**config.mk**
```make
export PLATFORM = sky130hd
export DESIGN_NAME = life_sequencer
export DESIGN_NICKNAME = d
export VERILOG_FILES = /design/src/rtl/life_sequencer.sv
export SDC_FILE = /design/constraint.sdc
export NUM_CORES = 1
export LEC_CHECK = 0
export BUFFER_PORTS_ARGS = -buffer_cell sky130_fd_sc_hd__buf_2
export CAP_MARGIN = 25
export CORE_ASPECT_RATIO = 0.5
export CORE_MARGIN = 2
export CORE_UTILIZATION = 45
export DETAILED_ROUTE_END_ITERATION = 8
export GPL_TIMING_DRIVEN = 0
export PLACE_DENSITY = 0.82
export SLEW_MARGIN = 20
export SYNTH_ARGS = -nofsm -noshare
export SYNTH_HDL_FRONTEND = slang
export SYNTH_SLANG_ARGS = --single-unit
```
**constraint.sdc**
```tcl
create_clock -name i_clk -period 3.45 [get_ports i_clk]
set_clock_uncertainty 0.15 [all_clocks]
set_input_delay 0.69 -clock i_clk [delete_from_list [all_inputs] [get_ports i_clk]]
set_output_delay 0.69 -clock i_clk [all_outputs]
set_load 0.05 [all_outputs]
```
**src/rtl/life_sequencer.sv**
```systemverilog
// Control sequencer for the 64-cell Life engine: seeds from the LFSR, then paces generations.
// grid_en/load_sel/lfsr_reset decode the registered state; status outputs are registered.
module life_sequencer #(
    parameter int GEN_W       = 16,
    parameter int DIV_W       = 8,
    parameter int SEED_CYCLES = 8
) (
    input  logic             i_clk,
    input  logic             i_reset,
    input  logic             i_start,
    input  logic             i_stop,
    input  logic             i_single_step,
    input  logic             i_randomize,
    input  logic [DIV_W-1:0] i_rate_div,
    input  logic [GEN_W-1:0] i_max_gen,
    input  logic [63:0]      i_grid_cur,
    input  logic [63:0]      i_grid_next,
    output logic             o_lfsr_reset,
    output logic             o_load_sel,
    output logic             o_grid_en,
    output logic [GEN_W-1:0] o_gen_count,
    output logic             o_running,
    output logic             o_halted,
    output logic [1:0]       o_halt_cause
);

    localparam int SEED_W = (SEED_CYCLES < 2) ? 1 : $clog2(SEED_CYCLES);

    typedef enum logic [2:0] {
        S_IDLE,
        S_SEED,
        S_LOAD,
        S_RUN,
        S_PAUSE,
        S_HALT
    } state_t;

    state_t             r_state;
    state_t             w_next_state;
    logic [DIV_W-1:0]   r_tick;
    logic [SEED_W-1:0]  r_seed_cnt;
    logic [GEN_W-1:0]   r_gen;
    logic               r_running;
    logic               r_halted;
    logic [1:0]         r_cause;

    logic               w_tick_hit;
    logic               w_step;
    logic               w_update;
    logic [GEN_W-1:0]   w_gen_inc;
    logic [1:0]         w_cause;
    logic               w_halt;
    logic               w_enter_seed;
    logic               w_seed_done;

    assign w_tick_hit  = (r_tick == i_rate_div);
    // randomize and start both outrank single_step while paused
    assign w_step      = (r_state == S_PAUSE) && i_single_step && !i_randomize && !i_start;
    assign w_update    = ((r_state == S_RUN) && w_tick_hit) || w_step;
    assign w_gen_inc   = r_gen + GEN_W'(1);
    assign w_seed_done = (r_seed_cnt == SEED_W'(SEED_CYCLES - 1));

    always_comb begin
        w_cause = 2'b00;
        if (i_grid_next == 64'd0) begin
            w_cause = 2'b01;
        end else if (i_grid_next == i_grid_cur) begin
            w_cause = 2'b10;
        end else if ((i_max_gen != '0) && (w_gen_inc == i_max_gen)) begin
            w_cause = 2'b11;
        end
    end

    assign w_halt = w_update && (w_cause != 2'b00);

    always_comb begin
        w_next_state = r_state;
        case (r_state)
            S_IDLE:  if (i_start || i_randomize) w_next_state = S_SEED;
            S_SEED:  if (w_seed_done) w_next_state = S_LOAD;
            S_LOAD:  w_next_state = S_RUN;
            S_RUN: begin
                // a halt on the update cycle outranks a pause or reseed request
                if (w_halt)           w_next_state = S_HALT;
                else if (i_stop)      w_next_state = S_PAUSE;
                else if (i_randomize) w_next_state = S_SEED;
            end
            S_PAUSE: begin
                if (i_randomize)  w_next_state = S_SEED;
                else if (i_start) w_next_state = S_RUN;
                else if (w_halt)  w_next_state = S_HALT;
            end
            S_HALT:  if (i_start || i_randomize) w_next_state = S_SEED;
            default: w_next_state = S_IDLE;
        endcase
    end

    assign w_enter_seed = (w_next_state == S_SEED) && (r_state != S_SEED);

    always_ff @(posedge i_clk) begin
        if (i_reset) begin
            r_state    <= S_IDLE;
            r_tick     <= '0;
            r_seed_cnt <= '0;
            r_gen      <= '0;
            r_running  <= 1'b0;
            r_halted   <= 1'b0;
            r_cause    <= 2'b00;
        end else begin
            r_state   <= w_next_state;
            r_running <= (w_next_state == S_RUN);
            r_halted  <= (w_next_state == S_HALT);
            if (w_enter_seed) begin
                r_gen      <= '0;
                r_cause    <= 2'b00;
                r_tick     <= '0;
                r_seed_cnt <= '0;
            end else begin
                if (r_state == S_SEED) begin
                    r_seed_cnt <= r_seed_cnt + SEED_W'(1);
                end
                if (w_update) begin
                    r_gen <= (&r_gen) ? r_gen : w_gen_inc;
                    if (w_halt) begin
                        r_cause <= w_cause;
                    end
                end
                // the tick is frozen while paused so a resume continues the interval
                if (r_state == S_RUN) begin
                    if (w_tick_hit) begin
                        r_tick <= '0;
                    end else if (w_next_state == S_RUN) begin
                        r_tick <= r_tick + DIV_W'(1);
                    end
                end
            end
        end
    end

    assign o_lfsr_reset = (r_state == S_IDLE);
    assign o_load_sel   = (r_state == S_LOAD);
    assign o_grid_en    = (r_state == S_LOAD) || w_update;
    assign o_gen_count  = r_gen;
    assign o_running    = r_running;
    assign o_halted     = r_halted;
    assign o_halt_cause = r_cause;

endmodule

```
==> results.json, run 1 <==
{
  "hpwl_mm": 8.566,
  "synth_nets": 547,
  "synth_most_common_cell": "xnor2_1",
  "io_pins": 181,
  "nets": 734,
  "clock_sinks": 34,
  "drtAntennaViolNets": 0,
  "leakagePower_nw": 1.832,
  "cp_slowest_cell": "or4_1",
  "dp_slack_ns": -0.1911,
  "crit_top_cell": "buf_6",
  "hold_viol_final": 0,
  "critPathArrivalTime_ns": 3.31,
  "dieArea_sq_um": 7671,
  "drc": 0,
  "h-tree-depth": 2,
  "syn_avg_cell_area_sq_um": 8.121,
  "postCtsHoldBufs": 0,
  "via_count": 3579,
  "fin_ws_ns": 0.1493,
  "synthTopCellsByArea": "dfxtp_1 22%, xnor2_1 18%, xor2_1 12%",
  "yosys-top-cells-count": "65 x xnor2_1, 43 x xor2_1, 34 x dfxtp_1, 34 x nor4_1, 32 x nor2_1",
  "dieWidth_um": 121.9,
  "min_from": "r_seed_cnt[2]",
  "drv_slew": 0,
  "hold_end": "r_seed_cnt[2]",
  "ys_ff_latch": 34,
  "antenna_cells": 0,
  "ir_drop_mv": 0.1495,
  "grt_pass1_vias": 3510,
  "cp.buffers_inverters": 3,
  "cts_setup_buffers": 0,
  "critPathTopFamily": "simple AND/OR/NAND/NOR gates",
  "timing.rr.start": "o_gen_count[4]",
  "startpoint_type": "register",
  "crit_required_ns": 3.46,
  "holdWs_ns": 0.3536,
  "period_share_pct": 95.67,
  "r2r_cells": 12,
  "crit_fanout": 10,
  "crit_chain": "and3_1 > buf_2 > nand2_1 > nor4_1 > a21oi_1 > or4_1 > o311a_4 > a211o_1 > o21bai_2 > buf_6 > buf_6 > nor2_1",
  "antenna_found_initial": 0,
  "power.density_nw_per_um2": 255.8,
  "synth_top_area_cell": "dfxtp_1",
  "cts-root-buf": "clkbuf_16",
  "overflow": 0,
  "finalWirelength_mm": 10.16,
  "cts_tree": "yes",
  "place_congestion": 0.9083,
  "timing.fmax_mhz": 303.0,
  "grt_max_degree": 11,
  "worstSetupPathType": "reg2reg",
  "yosysWarnings": 0,
  "synth-edff-count": 0,
  "timing.rr.end": "o_gen_count[0]",
  "rsz0062_at_grt": "false",
  "status": "finished, final reports clean",
  "worst_skew_pair.late_latency_ns": 0.28,
  "cts_resized": 0,
  "wl_per_cell_um": 15.30,
  "total_power_mw": 1.106,
  "hold_depth": 2,
  "rrSetupSlack_ns": 0.15,
  "maxCapViolations": 0,
  "finalSetupViolations": 0,
  "ys_seq_area_share_pct": 21.77,
  "viasPerCell": 5.390,
  "critPathCaptureType": "register",
  "first_pass_iters": 5,
  "clk_pin_slew_ns": 0.05,
  "rows": 21,
  "synth_top_area_share_pct": 21.77,
  "track_usage_pct": 26.12,
  "synthCells": 385,
  "clockBufferDepth": 2,
  "n_fill_cell": 618,
  "port_buffers": 180,
  "drt_iter0_drc": 178,
  "core_sq_um": 6700,
  "synth.distinct_cells": 53,
  "start_util_pct": 46.67,
  "synthArstFlopShare_pct": 0,
  "fin_cells": 664,
  "grt_pass1_wl_mm": 15.82,
  "tightest_slew_ns": 0.7797,
  "die_h_um": 62.94,
  "max_stage_delay_ns": 0.55,
  "syn_to_final_growth_pct": 38.22,
  "seq_area_sq_um": 683.2,
  "period_needed_ns": 3.301,
  "dp_cells": 657,
  "cts_buffers": 5,
  "syn_area_sq_um": 3127,
  "holdCritPathClass": "reg2reg",
  "multiInputGateArea_sq_um": 2392,
  "dominantRegCellSynth": "dfxtp_1",
  "relSlewSlack_pct": 47.78,
  "drive_gt1_share_pct": 37.41
}
final cells by class:
class                           count  area share [%]
Buffer                             13           1.911
Clock buffer                        7           3.069
Inverter                            4          0.3474
Multi-Input combinational cell    334           55.36
Sequential cell                    34           15.81
Tap cell                           92           2.664
Timing Repair Buffer              180           20.85
per-layer routing:
| metal | GRT usage, % | vias to the layer above | routed length, um |
|---|---|---|---|
| li1 | - | 1796 | - |
| met2 | 46.58 | 116 | 5138 |
| met1 | 31.04 | 1655 | 4230 |
| met4 | 7.471 | 0 | 128 |
| met3 | 6.478 | 12 | 662 |
| met5 | 0 | - | 0 |
flip-flops by register name, summed over array words and instances (netlist names):
signal        count
o_halt_cause      2
o_running         1
r_state           3
o_gen_count      16
r_tick            8
r_seed_cnt        3
o_halted          1
worst register-to-register path, stage by stage, from the launching register on:
cell and delay [ns]:
dfxtp_1 0.48, and3_1 0.20, buf_2 0.15, nand2_1 0.08, nor4_1 0.27, a21oi_1 0.12, or4_1 0.55, o311a_4 0.37
a211o_1 0.27, o21bai_2 0.14, buf_6 0.17, buf_6 0.16, nor2_1 0.06
kinds of logic after synthesis:
family,count (synthesis),synth area share (%)
mux,2,0.6403
compound gates,58,13.33
buf+inv,17,3.121
simple gates,161,28.77
xor+xnor,109,30.77
fa+ha+maj,4,1.601
flops,34,21.77
worst max path at each step:
stage                                 end  slack, ns           start  cells after the start
final                      o_gen_count[0]       0.15  o_gen_count[4]                     12
after global routing       o_gen_count[4]      0.003  o_gen_count[4]                     12
after CTS                  o_gen_count[0]       0.05       r_tick[5]                     12
after detailed placement   o_gen_count[8]      -0.19   i_rate_div[6]                     12
after global placement     o_gen_count[8]      -0.18   i_rate_div[4]                     12
after floorplan           o_halt_cause[1]       0.05  o_gen_count[1]                     11
layout by cell type, fill, tap and decap left out, types with 3 or more instances in the layout:
master,Yosys,final
a21oi_1,23,23
a311oi_1,6,5
and3_1,10,9
and4_1,4,4
buf_2,6,186
buf_6,3,3
clkbuf_1,3,5
clkbuf_16,0,5
dfxtp_1,34,32
ha_1,4,3
inv_1,4,4
nand2_1,21,21
nand2b_1,3,3
nand3_1,10,9
nand4_1,20,20
nor2_1,32,31
nor2b_1,3,3
nor3_1,4,4
nor4_1,34,34
o211ai_1,3,3
o21ai_0,7,7
or3_1,6,6
xnor2_1,65,65
xor2_1,43,43
power breakdown:
part	internal [mW]	leakage [nW]	switching, mW
clock	0.264	0.0640	0.155
sequential	0.396	0.275	0.00217
combinational	0.146	1.49	0.142
metrics by stage:
step	utilization, %	area, sq um	setup TNS, ns
floorplan	-	3128	0
global placement	61.85	4144	-3.969
detailed placement	61.85	4144	-4.325
CTS	63.83	4277	0
global route	64.50	4322	0
finish	64.50	4322	0
(Power assumes the default switching activity.)
==> run 2, diff against run 1 <==
--- a/config.mk
+++ b/config.mk
@@ -12,7 +12,7 @@
 export CORE_UTILIZATION = 45
 export DETAILED_ROUTE_END_ITERATION = 8
 export GPL_TIMING_DRIVEN = 0
-export PLACE_DENSITY = 0.82
+export PLACE_DENSITY = 0.94
 export SLEW_MARGIN = 20
 export SYNTH_ARGS = -nofsm -noshare
 export SYNTH_HDL_FRONTEND = slang
==> run 2 against run 1 <==
Register-to-register slack about the same; maximum frequency decreased by 2.8%; hold slack got worse by 0.0095 ns; cell count increased by 0.45%; first-iteration DRC count increased by 110%; power increased by 17%; sequential power about the same; core utilization increased by 1.2 points; setup slack got worse by 0.093 ns; sequential cell count unchanged; die area unchanged; largest cell class unchanged.
==> results.json, run 2 (synthesized netlist as in run 1, its figures left out) <==
{
  "p_clk_share_pct": 45.8,
  "fin_tns_setup_ns": 0,
  "timing.fmax_mhz": 294.6,
  "io_pins": 181,
  "netSwitchingFraction_pct": 25.67,
  "viasPerCell": 5.526,
  "critPathArrivalTime_ns": 3.41,
  "drtAntennaViolNets": 0,
  "ir_drop_mv": 0.1766,
  "critPathCaptureType": "register",
  "wl_per_cell_um": 16.21,
  "worst_skew_pair.late_latency_ns": 0.28,
  "power_frac_comb_pct": 23.4,
  "period_needed_ns": 3.394,
  "clk_pin_slew_ns": 0.05,
  "hold_viol_final": 0,
  "dieWidth_um": 121.9,
  "final_common_cell": "buf_2",
  "fin_util_pct": 65.73,
  "antenna_cells": 0,
  "total_power_mw": 1.292,
  "clockBufferDepth": 2,
  "start_util_pct": 46.67,
  "antenna_found_initial": 0,
  "n_fill_cell": 573,
  "period_share_pct": 98.38,
  "tightest_slew_ns": 0.8833,
  "place_congestion": 0.9508,
  "layout_common_cells": "186 x buf_2, 65 x xnor2_1, 43 x xor2_1, 34 x nor4_1, 31 x nor2_1",
  "h-tree-depth": 2,
  "drv_slew": 0,
  "worstSetupPathType": "in2reg",
  "cts_tree": "yes",
  "track_usage_pct": 27.45,
  "status": "finished, final reports clean",
  "holdCritPathClass": "reg2reg",
  "drive_gt1_share_pct": 38.78,
  "finalWirelength_mm": 10.81,
  "first_pass_iters": 5,
  "drt_iter0_drc": 378,
  "cts_buffers": 5,
  "startpoint_type": "primary input",
  "port_buffers": 180,
  "grt_pass1_vias": 3658,
  "p_switching_uw": 331.7,
  "relSlewSlack_pct": 40.84,
  "power.density_nw_per_um2": 293.5,
  "leakagePower_nw": 1.878,
  "overflow": 0,
  "crit_fanout": 10,
  "nets": 736,
  "crit_required_ns": 3.47,
  "dieArea_sq_um": 7671,
  "maxCapViolations": 0,
  "rows": 21,
  "grt_max_degree": 13,
  "via_count": 3686,
  "grt_pass1_wl_mm": 16.69,
  "drc": 0,
  "largest_register_ffs": 16,
  "finalSetupViolations": 0,
  "hpwl_mm": 8.869,
  "power_frac_seq_pct": 30.8,
  "holdWs_ns": 0.3442,
  "die_h_um": 62.94,
  "clock_sinks": 34,
  "p_int_uw": 960.8,
  "cts-root-buf": "clkbuf_16",
  "core_sq_um": 6700,
  "syn_to_final_growth_pct": 40.86
}
[run 2: changes by cell type in the layout (fill, tap and decap cells not counted), sizes merged]
cell / delta
buf: +1
bufinv: +2
clkbuf: -1
clkinv: +1
[run 2: worst paths after layout]
kind,startpoint,to,slack [ns],depth (start not counted)
setup / recovery,i_randomize,o_gen_count[4],0.06,12
hold reg to reg,o_gen_count[1],o_gen_count[1],0.34,2
hold / removal,o_gen_count[1],o_gen_count[1],0.34,2
setup reg to reg,r_tick[5],o_gen_count[4],0.14,12
[run 2: per-stage QoR]
step	setup WS, ns	cell area (sq um)	std cells
floorplan	0.04530	3128	385
global placement	-0.1771	4144	657
detailed placement	-0.2112	4144	657
CTS	0.02889	4342	665
global route	-0.03449	4404	667
finish	0.05586	4404	667
[run 2: critical path, stage by stage]
cell	delay, ns
buf_2	0.13
nor3_4	0.21
nand4b_1	0.15
a2111oi_2	0.40
o211ai_1	0.17
or4_4	0.45
o311a_4	0.37
a211o_1	0.31
o21bai_4	0.18
buf_6	0.16
buf_8	0.13
nor2_1	0.05
[run 2: repair_timing]
| item | CTS | global route |
|---|---|---|
| hold buffers | 0 | 0 |
| gates cloned | 0 | 1 |
| buffers inserted | 0 | 1 |
| endpoints found under the setup margin | 11 | 28 |
| resized for setup | 2 | 16 |
| pin swaps | 0 | 3 |
[run 2: cell type report]
cell class | count | area (sq um) | share of cell area, %
multi-input combinational | 334 | 2387 | 54.20
timing repair buffer | 182 | 913.4 | 20.74
sequential | 34 | 690.7 | 15.68
clock buffer | 5 | 125.1 | 2.841
tap | 92 | 115.1 | 2.614
buffer | 13 | 88.84 | 2.017
clock inverter | 3 | 68.82 | 1.563
inverter | 4 | 15.01 | 0.3409
[run 2: power by group through the flow]
stage,logic (mW),clock network (mW),registers [mW]
CTS,0.292,0.593,0.398
finish,0.302,0.593,0.398
detailed placement,0.289,0,0.406
floorplan,0.137,0,0.406
global route,0.328,0.616,0.398
global placement,0.282,0,0.406
[run 2: per-layer routing]
layer  vias to the layer above  share of wire, %  wire length, um  GRT usage (%)
li1                       1796                 -                -              -
met1                      1671                38             4154          32.10
met2                       182                50             5374          49.37
met3                        37               8.7              940          5.657
met4                         0               3.1              339          10.20
met5                         -                 0                0              0
==> run 3, diff against run 2 <==
--- a/config.mk
+++ b/config.mk
@@ -10,9 +10,11 @@
 export CORE_ASPECT_RATIO = 0.5
 export CORE_MARGIN = 2
 export CORE_UTILIZATION = 45
+export CTS_CLUSTER_SIZE = 20
 export DETAILED_ROUTE_END_ITERATION = 8
 export GPL_TIMING_DRIVEN = 0
-export PLACE_DENSITY = 0.94
+export PLACE_DENSITY = 0.79
+export RECOVER_POWER = 50
 export SLEW_MARGIN = 20
 export SYNTH_ARGS = -nofsm -noshare
 export SYNTH_HDL_FRONTEND = slang
==> run 3 against run 2 <==
Via count down 2.9%; sequential cell count unchanged; sequential power barely moved; cell count is 0.30% lower; core utilization is 0.39 points lower; cell area down 0.60%; first-iteration DRC count shrank 34%; critical path type unchanged.
==> results.json, run 3 (synthesized netlist as in run 1, its figures left out) <==
{
  "status": "finished, final reports clean",
  "p_switching_uw": 321.0,
  "crit_fanout": 10,
  "largest_register_ffs": 16,
  "placed_area_sq_um": 4144,
  "overflow": 0,
  "fin_tns_setup_ns": 0,
  "leakagePower_nw": 1.808,
  "crit_required_ns": 3.48,
  "power_frac_seq_pct": 31.1,
  "nets": 734,
  "drive_gt1_share_pct": 35.95,
  "tightest_slew_ns": 0.8232,
  "hold_viol_final": 0,
  "cts_tree": "yes",
  "power_frac_comb_pct": 22.9,
  "hpwl_mm": 8.620,
  "grt_max_degree": 13,
  "io_pins": 181,
  "fin_util_pct": 65.34,
  "cp_slowest_cell": "or4_4",
  "drv_slew": 0,
  "first_pass_iters": 4,
  "cts_resized": 1,
  "core_sq_um": 6700,
  "h-tree-depth": 2,
  "postCtsHoldBufs": 0,
  "power.density_nw_per_um2": 292.2,
  "worstSetupPathType": "in2reg",
  "dieWidth_um": 121.9,
  "grt_pass1_vias": 3450,
  "final_common_cell": "buf_2",
  "finalWirelength_mm": 10.18,
  "die_h_um": 62.94,
  "clock_sinks": 34,
  "startpoint_type": "primary input",
  "cts_buffers": 5,
  "n_fill_cell": 613,
  "drtAntennaViolNets": 0,
  "start_util_pct": 46.67,
  "holdCritPathClass": "reg2reg",
  "antenna_found_initial": 1,
  "cp.buffers_inverters": 3,
  "holdWs_ns": 0.3486,
  "cts-root-buf": "clkbuf_16",
  "crit_chain": "buf_2 > xnor2_2 > a21oi_1 > a2111oi_2 > o211ai_1 > or4_4 > o311a_4 > a211o_1 > o21bai_2 > buf_6 > buf_8 > nor2_1",
  "port_buffers": 180,
  "dieArea_sq_um": 7671,
  "via_count": 3579,
  "period_needed_ns": 3.281,
  "critPathCaptureType": "register",
  "critPathTopFamily": "compound AO/OA/AOI/OAI gates",
  "met1_usage_pct": 32.99,
  "viasPerCell": 5.382,
  "antenna_cells": 0,
  "cts_setup_buffers": 0,
  "relSlewSlack_pct": 44.87,
  "ir_drop_mv": 0.2084,
  "netSwitchingFraction_pct": 25.10,
  "fin_cells": 665,
  "p_clk_share_pct": 46.0,
  "syn_to_final_growth_pct": 40.02,
  "layout_common_cells": "171 x buf_2, 65 x xnor2_1, 43 x xor2_1, 33 x nor4_1",
  "finalSetupViolations": 0,
  "wl_per_cell_um": 15.31,
  "grt_pass1_wl_mm": 16.17,
  "dp_cells": 657,
  "place_congestion": 0.9732,
  "rsz0062_at_grt": "true",
  "clk_pin_slew_ns": 0.06,
  "max_stage_delay_ns": 0.44,
  "period_share_pct": 95.09,
  "worst_skew_pair.late_latency_ns": 0.28,
  "postLayoutCellArea_sq_um": 4378,
  "clockBufferDepth": 2,
  "timing.fmax_mhz": 304.8,
  "critPathArrivalTime_ns": 3.31,
  "drt_iter0_drc": 250,
  "drc": 0,
  "track_usage_pct": 26.59,
  "maxCapViolations": 0,
  "grtUsageMet2_pct": 45.95,
  "rows": 21,
  "busiest_layer": "met2",
  "met3_usage_pct": 6.022,
  "p_int_uw": 958.1
}
run 3: cell types whose count changed in the layout (fill, tap and decap cells not counted), moves of 3 or more:
cell	change
buf_2	-15
clkbuf_1	+14
dfxtp_1	+3
dfxtp_2	-3
run 3: power by group through the flow:
stage | combinational [mW] | clock [mW] | sequential [mW]
floorplan | 0.137 | 0 | 0.406
global placement | 0.284 | 0 | 0.406
detailed placement | 0.286 | 0 | 0.407
CTS | 0.288 | 0.596 | 0.398
global route | 0.319 | 0.615 | 0.397
finish | 0.293 | 0.589 | 0.397
run 3: worst paths after layout:
kind	end	slack, ns	from	cells after the start
min	o_gen_count[1]	0.35	o_gen_count[1]	2
min reg2reg	o_gen_count[1]	0.35	o_gen_count[1]	2
max	o_gen_count[4]	0.17	i_max_gen[8]	12
max reg2reg	o_gen_count[4]	0.19	o_gen_count[8]	12
run 3: layout make-up:
cell class / instances / area [sq um] / share of cell area (%)
Clock inverter: 3 / 68.82 / 1.572
Inverter: 4 / 15.01 / 0.3430
Buffer: 13 / 86.33 / 1.972
Sequential cell: 34 / 686.9 / 15.69
Multi-Input combinational cell: 334 / 2391 / 54.62
Timing Repair Buffer: 180 / 889.6 / 20.32
Clock buffer: 5 / 125.1 / 2.858
Tap cell: 92 / 115.1 / 2.629
run 3: tightest hold or removal path, cell delays in order (launching register included):
cell     delay (ns)
dfxtp_2        0.34
nand2_1        0.06
a21oi_1        0.06
run 3: per-stage QoR:
step / total power [mW] / worst slack, ns
final: 1.279 / 0.1694
after global routing: 1.331 / -0.004829
after CTS: 1.281 / 0.07692
after detailed placement: 0.6928 / -0.2508
after global placement: 0.6908 / -0.2547
after floorplan: 0.5431 / 0.04530
run 3: per-layer routing:
layer,routed length (um),vias to the layer above
li1,-,1793
met1,4348,1660
met2,5014,111
met3,645,15
met4,174,0
met5,0,-
